[src/rtl/keypad_pkg.sv]
// Shared constants and helpers for the keypad event queue.
package keypad_pkg;

  // Legal parameter ranges
  localparam int NKEY_MIN  = 2;
  localparam int NKEY_MAX  = 64;
  localparam int DEPTH_MIN = 2;
  localparam int DEPTH_MAX = 64;

  // Key-code width: smallest field that holds every key index 0..nkey-1
  function automatic int code_width(input int nkey);
    return $clog2(nkey);
  endfunction

  // True when the depth is a power of two inside the legal range
  function automatic bit depth_ok(input int depth);
    return (depth >= DEPTH_MIN) && (depth <= DEPTH_MAX) && ((depth & (depth - 1)) == 0);
  endfunction

endpackage

[src/rtl/sync_fifo_fwft.sv]
// Single-clock first-word-fall-through FIFO with a flush port.
// Pointers carry one extra wrap bit so full/empty/count fall out of a subtract.
module sync_fifo_fwft #(
  parameter int WIDTH = 4,
  parameter int DEPTH = 8
) (
  input  logic                     clk,
  input  logic                     rstn,
  input  logic                     flush,
  input  logic                     wr_en,
  input  logic [WIDTH-1:0]         wr_data,
  output logic                     full,
  input  logic                     rd_en,
  output logic [WIDTH-1:0]         rd_data,
  output logic                     empty,
  output logic [$clog2(DEPTH):0]   count
);

  localparam int AW = $clog2(DEPTH);

  logic [DEPTH-1:0][WIDTH-1:0] mem;
  logic [AW:0]                 wr_ptr, rd_ptr;
  logic                        push, pop;

  // Full/empty from pointer compare; a push is accepted while full if a pop frees a slot
  always_comb begin
    empty   = (wr_ptr == rd_ptr);
    full    = (wr_ptr[AW] != rd_ptr[AW]) && (wr_ptr[AW-1:0] == rd_ptr[AW-1:0]);
    count   = wr_ptr - rd_ptr;
    pop     = rd_en & ~empty;
    push    = wr_en & (~full | rd_en);
    rd_data = empty ? '0 : mem[rd_ptr[AW-1:0]];
  end

  // Storage and pointers; flush wins over push and pop
  always_ff @(posedge clk or negedge rstn) begin
    if (!rstn) begin
      mem    <= '0;
      wr_ptr <= '0;
      rd_ptr <= '0;
    end else if (flush) begin
      wr_ptr <= '0;
      rd_ptr <= '0;
    end else begin
      if (push) begin
        mem[wr_ptr[AW-1:0]] <= wr_data;
        wr_ptr              <= wr_ptr + 1'b1;
      end
      if (pop) rd_ptr <= rd_ptr + 1'b1;
    end
  end

endmodule

[src/rtl/keypad_event_queue.sv]
// Keypad event queue: synchronises raw key lines, detects presses, keeps a
// sticky status word and queues key codes in press order for the CPU.
module keypad_event_queue
  import keypad_pkg::*;
#(
  parameter int NKEY        = 16,
  parameter int DEPTH       = 8,
  parameter int SYNC_STAGES = 2
) (
  input  logic                      clk,
  input  logic                      rstn,
  input  logic [NKEY-1:0]           key_in,
  input  logic                      clear_all,
  input  logic                      clr_we,
  input  logic [NKEY-1:0]           clr_mask,
  output logic [NKEY-1:0]           key_status,
  input  logic                      rd_en,
  output logic [$clog2(NKEY)-1:0]   rd_data,
  output logic                      rd_valid,
  output logic [$clog2(DEPTH):0]    count,
  output logic                      overflow,
  output logic                      irq
);

  localparam int CW = code_width(NKEY);

  if (NKEY < NKEY_MIN || NKEY > NKEY_MAX || !depth_ok(DEPTH) ||
      SYNC_STAGES < 2 || SYNC_STAGES > 3) begin : g_bad_params
    $error("keypad_event_queue: parameter out of range");
  end

  logic [SYNC_STAGES-1:0][NKEY-1:0] sync_q;
  logic [NKEY-1:0]                  sync_s, prev, rise;
  logic [NKEY-1:0]                  pending, sel_bit, clr_vec;
  logic [CW-1:0]                    sel_code;
  logic                             push_vld, full, empty, drop;

  // Synchroniser chain per key line
  always_ff @(posedge clk or negedge rstn) begin
    if (!rstn) begin
      sync_q <= '0;
    end else begin
      sync_q[0] <= key_in;
      for (int i = 1; i < SYNC_STAGES; i++) sync_q[i] <= sync_q[i-1];
    end
  end

  // Previous synchronised value for edge detection; not touched by clear_all
  always_ff @(posedge clk or negedge rstn) begin
    if (!rstn) prev <= '0;
    else       prev <= sync_s;
  end

  // Rising edges, lowest-index pending selection and overflow detection
  always_comb begin
    sync_s   = sync_q[SYNC_STAGES-1];
    rise     = sync_s & ~prev;
    sel_bit  = pending & (~pending + 1'b1);
    push_vld = |pending;
    sel_code = '0;
    for (int i = 0; i < NKEY; i++)
      if (sel_bit[i]) sel_code = sel_code | CW'(i);
    clr_vec  = clr_we ? clr_mask : '0;
    drop     = push_vld & full & ~rd_en & ~clear_all;
  end

  // Sticky status: a rise beats a per-key clear, clear_all beats everything
  always_ff @(posedge clk or negedge rstn) begin
    if (!rstn)          key_status <= '0;
    else if (clear_all) key_status <= '0;
    else                key_status <= (key_status & ~clr_vec) | rise;
  end

  // Pending events: the selected bit retires each cycle whether or not it fit
  always_ff @(posedge clk or negedge rstn) begin
    if (!rstn)          pending <= '0;
    else if (clear_all) pending <= '0;
    else                pending <= (pending & ~sel_bit) | rise;
  end

  // Sticky overflow and registered interrupt
  always_ff @(posedge clk or negedge rstn) begin
    if (!rstn) begin
      overflow <= 1'b0;
      irq      <= 1'b0;
    end else begin
      if (clear_all) overflow <= 1'b0;
      else if (drop) overflow <= 1'b1;
      irq <= rd_valid | overflow;
    end
  end

  sync_fifo_fwft #(
    .WIDTH (CW),
    .DEPTH (DEPTH)
  ) u_fifo (
    .clk     (clk),
    .rstn    (rstn),
    .flush   (clear_all),
    .wr_en   (push_vld),
    .wr_data (sel_code),
    .full    (full),
    .rd_en   (rd_en),
    .rd_data (rd_data),
    .empty   (empty),
    .count   (count)
  );

  // FIFO non-empty is the CPU-visible valid
  always_comb rd_valid = ~empty;

endmodule

[config.mk]
export PLATFORM = sky130hd
export DESIGN_NAME = keypad_event_queue
export DESIGN_NICKNAME = d
export VERILOG_FILES = /design/src/rtl/keypad_pkg.sv /design/src/rtl/sync_fifo_fwft.sv /design/src/rtl/keypad_event_queue.sv
export SDC_FILE = /design/constraint.sdc
export NUM_CORES = 1
export LEC_CHECK = 0
export CORE_MARGIN = 2
export CORE_UTILIZATION = 56
export CTS_CLUSTER_SIZE = 40
export DETAILED_ROUTE_END_ITERATION = 16
export GPL_TIMING_DRIVEN = 0
export PLACE_DENSITY = 0.81
export SLEW_MARGIN = 20
export SYNTH_ARGS = -nofsm -noshare
export SYNTH_HDL_FRONTEND = slang
export SYNTH_SLANG_ARGS = --single-unit
[constraint.sdc]
create_clock -name clk -period 6.3 [get_ports clk]
set_input_delay 1.26 -clock clk [delete_from_list [all_inputs] [get_ports clk]]
set_output_delay 1.26 -clock clk [all_outputs]
set_load 0.02 [all_outputs]
==> results of run 1 <==
-- area by class of cell --
type | count | area share (%)
flip-flops and latches | 122 | 48.2
multi-input cells | 238 | 28.9
repair buffers | 63 | 10.3
clock buffers | 18 | 6.60
clock inverters | 14 | 2.17
well taps | 108 | 2.14
plain buffers | 11 | 0.909
inverters | 13 | 0.771
-- cells by family after synthesis --
logic type | count (synthesis)
flip-flops | 122
AND/OR/NAND/NOR | 122
XOR/XNOR | 7
AO/OA/AOI/OAI | 62
buffers and inverters | 24
adder cells (fa/ha/maj) | 6
multiplexers | 41
-- report_power, final --
group          internal [mW]  leakage (nW)  switching [mW]
Combinational          0.256         0.969           0.244
Clock                  0.531         0.261           0.363
Sequential             0.895          1.54          0.0691
-- final timing paths --
kind | startpoint | to | slack [ns]
max | u_fifo.rd_ptr[1] | rd_data[2] | 1.98
min | sync_q[7] | sync_s[7] | 0.35
max reg2reg | u_fifo.rd_ptr[1] | u_fifo.mem[29] | 3.55
min reg2reg | sync_q[7] | sync_s[7] | 0.35
max in group asynchronous | rstn | prev[4] | 4.91
min in group asynchronous | rstn | irq | 0.72
-- worst reg2reg max path, cell delays in order, from the launching register on --
cell      delay (ns)
dfrtp_1         0.41
clkbuf_1        0.49
inv_1           0.11
ha_1            0.34
nand3_1         0.20
or3_4           0.42
buf_6           0.18
nand4_4         0.14
mux2_2          0.34
-- cell usage in the layout (no fill, tap or decap), drive strengths merged, types with 10 or more instances in the layout --
cell / n
clkdlybuf4s50: 61
inv: 19
nor2b: 10
mux2: 32
dfrtp: 122
a21oi: 37
nor2: 35
nand2: 35
clkbuf: 25
-- stage by stage --
step | cell area (um^2) | setup TNS, ns | instances | hold WS (ns)
5_1_grt | 6330 | 0 | 587 | 0.355
3_3_place_gp | 5740 | -55.45 | 554 | 0.332
4_1_cts | 6330 | 0 | 587 | 0.347
2_1_floorplan | 4990 | 0 | 384 | 0.331
6_report | 6330 | 0 | 587 | 0.351
3_5_place_dp | 5770 | 0 | 555 | 0.335
-- per-layer routing --
metal | part of all wire, % | vias up
met3 | 3.9 | 24
met5 | 0 | -
li1 | - | 1523
met2 | 50 | 81
met4 | 2.4 | 0
met1 | 43 | 1602
-- sequential cells by signal, summed over array words and instances, names as in the netlist --
| signal | count |
|---|---|
| u_fifo.wr_ptr | 4 |
| irq | 1 |
| prev | 16 |
| overflow | 1 |
| pending | 16 |
| u_fifo.rd_ptr | 4 |
| key_status | 16 |
| sync_s | 16 |
| sync_q | 16 |
| u_fifo.mem | 32 |
==> impl_metrics.ini, run 1 <==
[synthesis]
syn_inst = 384
synth_top_cell_by_area = dfrtp_1
synthMuxAreaShare_pct = 11.0
yosys.area.top_type_share_pct = 61.2
synth.most_common_cell = dfrtp_1
synth_xor_area_share_pct = 1.23
seq_area_frac_synth_pct = 61.2
synth_edf_count = 0
synthTopCellsByCount = 122 x dfrtp_1, 37 x a21oi_1, 35 x nand2_1, 35 x nor2_1, 21 x mux2_1
synthFlopType = dfrtp_1
synth_fa_ha_area_share_pct = 1.66
synth_top_family_by_area = simple AND/OR/NAND/NOR gates
ys_warn_count = 0
synth_fp_nets = 427
yosys-top-cells-area = dfrtp_1 61%, mux2_1 4.7%, a21oi_1 3.7%
synth.distinct_cells = 46
yosys.area_share.simple_pct = 14.8
synth-async-reset-ratio_pct = 100
synth-compound-area-share_pct = 7.90
avgSynthCellArea_um2 = 13.0
syn_area_mm2 = 0.00499
ys_seq_elements = 122

[detailed_routing]
viasPerCell = 5.50
first_pass_iters = 4
wire_per_inst_um = 16.8
routed_wl_mm = 9.87
antenna_left = 0
drc = 0
first_iter_violations = 123
vias = 3230

[global_routing]
grt_overflow = 0
use_met2_pct = 35.8
grtUsageTotal_pct = 22.0
grt_pass1_wl_mm = 16.6
grt_max_degree = 65
gr-usage-met3_pct = 4.37
gr-usage-met1_pct = 28.6
grt_pass1_vias = 3423
antenna_found_initial = 0
grt.busiest_layer = met2

[finish]
fin_util_pct = 72.9
multi_input_area_mm2 = 0.00183
register_area_mm2 = 0.00305
layout-drive-gt1-share_pct = 15.4
diodes = 0
nFillCells = 576
nets = 509
area_growth_pct = 26.9

[floorplan]
die_width_um = 98.4
start_util_pct = 57.5
rows = 34
ioPinCount = 64
die_y_um = 98.4
core-area_mm2 = 0.00868
die_area_mm2 = 0.00968

[timing]
timing.fmax_ghz = 0.232
finClkSkew_ns = 0.00831
finalCritPeriodShare_pct = 68.5
setup_ws_ns = 1.98
slew_viol_final = 0
setup_violations = 0
rsz0062_at_grt = no
maxSlewHeadroom_pct = 59.9
tightest_slew_ns = 0.601
min_period_ns = 4.32
hold_viol_final = 0

[setup_path]
crit_path_cell_trace = clkbuf_1 -> inv_1 -> ha_1 -> nand3_1 -> nor2_1 -> a21oi_1 -> clkdlybuf4s50_1
critPathKind = flip-flop to output port
path_buf_inv = 3
crit_arrival_ns = 3.06
cp_slowest_cell = clkdlybuf4s50_1
cp.depth = 7
required_ns = 5.04
worst_r2r_path_depth = 8
cp-start-kind = flip-flop
crit_family = buffers and inverters
worstPathMaxFanout = 10
cp_slowest_stage_delay_ns = 0.55
end_kind = output port

[clocking]
clock_latency_ns = 0.51
path_clk_slew_ns = 0.06
cts_sinks = 122
cts_tree = yes
cts-htree-levels = 4
postCtsSetupRepairBufs = 0
cts_root_buf = clkbuf_8
cts_resized = 0
postCtsHoldBufs = 0
clockBufferDepth = 2
cts_buffers = 17

[pwr]
p_leak_nw = 2.77
finalPower_mw = 2.36
power_per_cell_area_mw_per_mm2 = 373
ir_drop_mv = 0.200

[placement]
place_ws_ns = 2.51
gp_congestion = 0.760
io_buffers = 62
dp_hpwl_mm = 6.81

[worst_hold_path]
worstHoldPathCells = 0
hp-class = flip-flop to flip-flop

[job]
maxCapViolations = 0

[status]
run_status = finished clean
No activity file was read; power rests on OpenSTA's default activity.
==> inputs of run 2 (changes only) <==
--- a/config.mk
+++ b/config.mk
@@ -6,11 +6,11 @@
 export NUM_CORES = 1
 export LEC_CHECK = 0
 export CORE_MARGIN = 2
-export CORE_UTILIZATION = 56
+export CORE_UTILIZATION = 49
 export CTS_CLUSTER_SIZE = 40
 export DETAILED_ROUTE_END_ITERATION = 16
 export GPL_TIMING_DRIVEN = 0
-export PLACE_DENSITY = 0.81
+export PLACE_DENSITY = 0.75
 export SLEW_MARGIN = 20
 export SYNTH_ARGS = -nofsm -noshare
 export SYNTH_HDL_FRONTEND = slang
==> constraint.sdc (replaced) <==
create_clock -name clk -period 3.92 [get_ports clk]
set_input_delay 0.784 -clock clk [delete_from_list [all_inputs] [get_ports clk]]
set_output_delay 0.784 -clock clk [all_outputs]
set_load 0.02 [all_outputs]
==> run 2 against run 1 <==
  * Wire length is 1.0% higher
  * Critical path type unchanged
  * Highest routed layer unchanged
  * Non-clock buffer count did not move
  * Power grew 62%
  * Largest cell class unchanged
  * Sequential share of layout area shrank 0.26 points
  * Final area grew 0.53%
  * Combinational power rose by 61%
  * Critical path depth is the same
  * Hold slack worse by 0.16 ns
  * Largest power group unchanged
==> impl_metrics.ini, run 2 (synthesis results as in run 1) <==
[global_routing]
antenna_found_initial = 0
grt_overflow = 0
grt.busiest_layer = met2
grt_max_degree = 76
use_met2_pct = 33.1
gr-usage-met3_pct = 5.74
grt_pass1_wl_mm = 16.7
gr-usage-met1_pct = 24.3
grtUsageTotal_pct = 19.8
grt_pass1_vias = 3405

[clocking]
clockBufferDepth = 2
cts_tree = yes
cts_sinks = 122
postCtsSetupRepairBufs = 0
clock_latency_ns = 0.51
path_clk_slew_ns = 0.05
cts_resized = 0
cts-htree-levels = 4
cts_root_buf = clkbuf_8
postCtsHoldBufs = 0
cts_buffers = 17

[setup_path]
path_buf_inv = 3
critPathKind = flip-flop to output port
rr_startpoint = u_fifo.rd_ptr[1]
worst_r2r_path_depth = 8
end_kind = output port
crit_path_cell_trace = clkbuf_2 -> inv_1 -> ha_1 -> nand3_1 -> nor2_1 -> a21oi_1 -> clkdlybuf4s50_1
crit_family = buffers and inverters
cp-start-kind = flip-flop
crit_arrival_ns = 2.81
cp_slowest_stage_delay_ns = 0.56
startpoint = u_fifo.rd_ptr[1]
cp_slowest_cell = clkdlybuf4s50_1
worstPathMaxFanout = 10
required_ns = 3.14
cp.depth = 7
r2r_slack_ns = 1.41
cp-endpoint = rd_data[0]
r2r_end = u_fifo.mem[19]

[detailed_routing]
antenna_left = 0
vias = 3261
viasPerCell = 5.34
drc = 0
first_iter_violations = 152
first_pass_iters = 5
wire_per_inst_um = 16.3
routed_wl_mm = 9.97

[pwr]
p_leak_nw = 2.78
clockPowerShare_pct = 38.0
intPower_mw = 2.76
switching_share_pct = 27.5
ir_drop_mv = 0.383
p_comb_share_pct = 21.1
power_per_cell_area_mw_per_mm2 = 599
switchingPower_mw = 1.05
seqPwrFrac_pct = 40.8

[timing]
finClkSkew_ns = 0.00615
min_period_ns = 3.59
holdWs_ns = 0.194
rsz0062_at_grt = no
slew_viol_final = 0
finalCritPeriodShare_pct = 91.6
tightest_slew_ns = 0.709
timing.fmax_ghz = 0.279
setup_violations = 0
maxSlewHeadroom_pct = 52.5
hold_viol_final = 0
setup_ws_ns = 0.330

[placement]
gp_congestion = 0.807
dp.cells = 580
place_ws_ns = 0.649
dp_hpwl_mm = 6.90
io_buffers = 62

[floorplan]
die_area_mm2 = 0.0110
start_util_pct = 50.8
die_y_um = 105
core-area_mm2 = 0.00982
rows = 36
die_width_um = 105
ioPinCount = 64

[finish]
nFillCells = 771
largest_register = u_fifo.mem
largest_register_ffs = 32
final_cell_mix = 122 x dfrtp_1, 61 x clkdlybuf4s50_1, 37 x a21oi_1
final_common_cell = dfrtp_1
register_area_mm2 = 0.00305
nets = 509
area_growth_pct = 27.5
layout-drive-gt1-share_pct = 15.3
multi_input_area_mm2 = 0.00183
fin_cells = 611
diodes = 0

[status]
run_status = finished clean

[job]
maxCapViolations = 0

[worst_hold_path]
hp-class = input pin to async pin
run 2: cell types whose count changed in the layout (fill, tap and decap cells not counted):
cell,change
inv_6,-4
clkinv_2,+3
clkinvlp_4,-2
bufinv_16,+1
clkbuf_2,+1
clkbuf_8,+1
inv_8,-1
run 2: layout make-up:
type                            instances  area share (%)
Timing Repair Buffer                   63            10.2
Clock inverter                         11            1.91
Inverter                               13           0.767
Clock buffer                           20            6.84
Sequential cell                       122            48.0
Tap cell                              133            2.62
Multi-Input combinational cell        238            28.8
Buffer                                 11           0.924
run 2: power by group through the flow:
| stage | sequential [mW] | combinational, mW | clock [mW] |
|---|---|---|---|
| floorplan | 1.55 | 0.499 | 0 |
| global placement | 1.56 | 0.782 | 0 |
| detailed placement | 1.57 | 0.807 | 0 |
| CTS | 1.55 | 0.814 | 1.48 |
| global route | 1.58 | 0.873 | 1.54 |
| finish | 1.56 | 0.805 | 1.45 |
run 2: worst register-to-register path, delay by kind of cell (launching register included):
family	cells	cell delay [ns]
adder cells (fa/ha/maj)	1	0.30
buffers and inverters	3	0.57
flip-flops	1	0.40
multiplexers	1	0.35
AND/OR/NAND/NOR	3	0.77
run 2: how the worst min path moves through the flow:
stage,start,end
6_report,rstn,irq
5_1_grt,rstn,irq
4_1_cts,rstn,irq
3_5_place_dp,sync_q[11],sync_s[11]
3_3_place_gp,sync_q[13],sync_s[13]
2_1_floorplan,sync_q[0],sync_s[0]
run 2: stage by stage:
step | utilization (%) | TNS [ns] | total power [mW] | cell area [um^2]
after floorplan | - | 0 | 2.05 | 4990
after global placement | 58.8 | -302.96 | 2.34 | 5780
after detailed placement | 59.1 | 0 | 2.38 | 5800
after CTS | 64.8 | 0 | 3.84 | 6360
after global routing | 64.8 | 0 | 3.99 | 6360
final | 64.8 | 0 | 3.81 | 6360
run 2: per-layer routing:
layer	vias to the layer above	share of wire, %
met5	-	0
met4	0	1.8
met3	18	4.2
met2	78	50
met1	1648	44
li1	1517	-
==> inputs of run 3 (changes only) <==
--- a/config.mk
+++ b/config.mk
@@ -10,7 +10,7 @@
 export CTS_CLUSTER_SIZE = 40
 export DETAILED_ROUTE_END_ITERATION = 16
 export GPL_TIMING_DRIVEN = 0
-export PLACE_DENSITY = 0.75
+export PLACE_DENSITY_LB_ADDON = 0.3
 export SLEW_MARGIN = 20
 export SYNTH_ARGS = -nofsm -noshare
 export SYNTH_HDL_FRONTEND = slang
==> run 3 against run 2 <==
  * Hold slack improved by 0.035 ns
  * Combinational power grew 0.9%
  * Global-route usage rose by 0.27 points
  * Via count grew 0.21%
  * Critical path depth stayed put
  * Core utilization increased by 0.28 points
  * Critical path type unchanged
  * Worst setup slack worse by 0.10 ns
  * Largest cell class unchanged
  * Power grew 2.0%
  * Die area is the same
  * First-iteration DRC count grew 9.9%
==> impl_metrics.ini, run 3 (synthesis results as in run 1) <==
[status]
run_status = finished clean

[pwr]
p_comb_share_pct = 20.9
switching_share_pct = 27.1
p_leak_nw = 2.79
switchingPower_mw = 1.05
clockPowerShare_pct = 39.2
power_per_cell_area_mw_per_mm2 = 608
intPower_mw = 2.84
seqPwrFrac_pct = 39.9
ir_drop_mv = 0.294

[placement]
dp.cells = 580
dp_hpwl_mm = 6.92
io_buffers = 62
place_ws_ns = 0.594
gp_congestion = 0.864

[global_routing]
gr-usage-met3_pct = 4.68
grtUsageTotal_pct = 20.1
grt_max_degree = 67
grt_overflow = 0
antenna_found_initial = 0
grt_pass1_wl_mm = 17.1
use_met2_pct = 34.0
grt_pass1_vias = 3490
gr-usage-met1_pct = 24.1
grt.busiest_layer = met2

[floorplan]
start_util_pct = 50.8
die_width_um = 105
rows = 36
ioPinCount = 64
die_y_um = 105
core-area_mm2 = 0.00982
die_area_mm2 = 0.0110

[finish]
register_area_mm2 = 0.00305
fin_cells = 612
fin_util_pct = 65.1
layout-drive-gt1-share_pct = 15.0
multi_input_area_mm2 = 0.00183
final_cell_mix = 122 x dfrtp_1, 61 x clkdlybuf4s50_1, 37 x a21oi_1
nFillCells = 755
nets = 509
largest_register = u_fifo.mem
largest_register_ffs = 32
final_common_cell = dfrtp_1
area_growth_pct = 28.1
diodes = 0

[setup_path]
crit_arrival_ns = 2.91
cp-start-kind = flip-flop
r2r_slack_ns = 1.38
end_kind = output port
worstPathMaxFanout = 10
critPathKind = flip-flop to output port
required_ns = 3.14

[detailed_routing]
antenna_left = 0
drc = 0
first_iter_violations = 167
viasPerCell = 5.34
wire_per_inst_um = 16.5
first_pass_iters = 4
vias = 3268
routed_wl_mm = 10.1

[clocking]
postCtsSetupRepairBufs = 0
cts-htree-levels = 4
clockBufferDepth = 2
path_clk_slew_ns = 0.06
cts_tree = yes
cts_sinks = 122
clock_latency_ns = 0.52
cts_buffers = 17
postCtsHoldBufs = 0
cts_resized = 1
cts_root_buf = clkbuf_8

[timing]
timing.fmax_ghz = 0.271
maxSlewHeadroom_pct = 58.1
min_period_ns = 3.69
holdWs_ns = 0.229
tightest_slew_ns = 0.625
slew_viol_final = 0
setup_ws_ns = 0.226
finalCritPeriodShare_pct = 94.2
finClkSkew_ns = 0.0172
rsz0062_at_grt = no
setup_total_negative_slack_ns = 0
hold_viol_final = 0
setup_violations = 0

[worst_hold_path]
hp-class = input pin to async pin

[job]
maxCapViolations = 0
-- run 3: layout make-up --
class / count / area share, %
clock inverters: 10 / 2.21
plain buffers: 11 / 0.920
multi-input cells: 238 / 28.6
clock buffers: 22 / 6.93
well taps: 133 / 2.60
repair buffers: 63 / 10.2
inverters: 13 / 0.764
flip-flops and latches: 122 / 47.8
-- run 3: worst max-delay path, stage by stage, from the launching register on --
cell and delay, ns:
dfrtp_1 0.43, clkbuf_2 0.31, inv_1 0.08, ha_1 0.30, nand3_1 0.21, nor2_1 0.41, a21oi_1 0.11, clkdlybuf4s50_1 0.56
-- run 3: layer usage --
layer,vias to the layer above,wire length [um]
li1,1525,-
met2,91,5270
met4,0,175
met1,1636,4240
met5,-,0
met3,16,390
-- run 3: worst paths after layout --
check                                 startpoint          endpoint  cells past startpoint
worst max-delay path            u_fifo.rd_ptr[1]        rd_data[3]                      7
worst min-delay path                        rstn  u_fifo.rd_ptr[3]                      1
worst max register to register  u_fifo.rd_ptr[1]    u_fifo.mem[23]                      8
worst min register to register        sync_q[14]        sync_s[14]                      0
max in group asynchronous                   rstn         sync_s[8]                      2
min in group clk                      sync_q[14]        sync_s[14]                      0
-- run 3: through the flow --
step,cell area (um^2),power (mW)
floorplan,4990,2.05
global placement,5780,2.34
detailed placement,5800,2.38
CTS,6390,3.92
global route,6390,4.07
finish,6390,3.89
-- run 3: power groups by stage --
stage	Sequential, mW	Clock (mW)	Combinational [mW]
3_3_place_gp	1.56	0	0.781
3_5_place_dp	1.57	0	0.813
2_1_floorplan	1.55	0	0.499
5_1_grt	1.57	1.61	0.883
4_1_cts	1.55	1.55	0.822
6_report	1.55	1.52	0.812
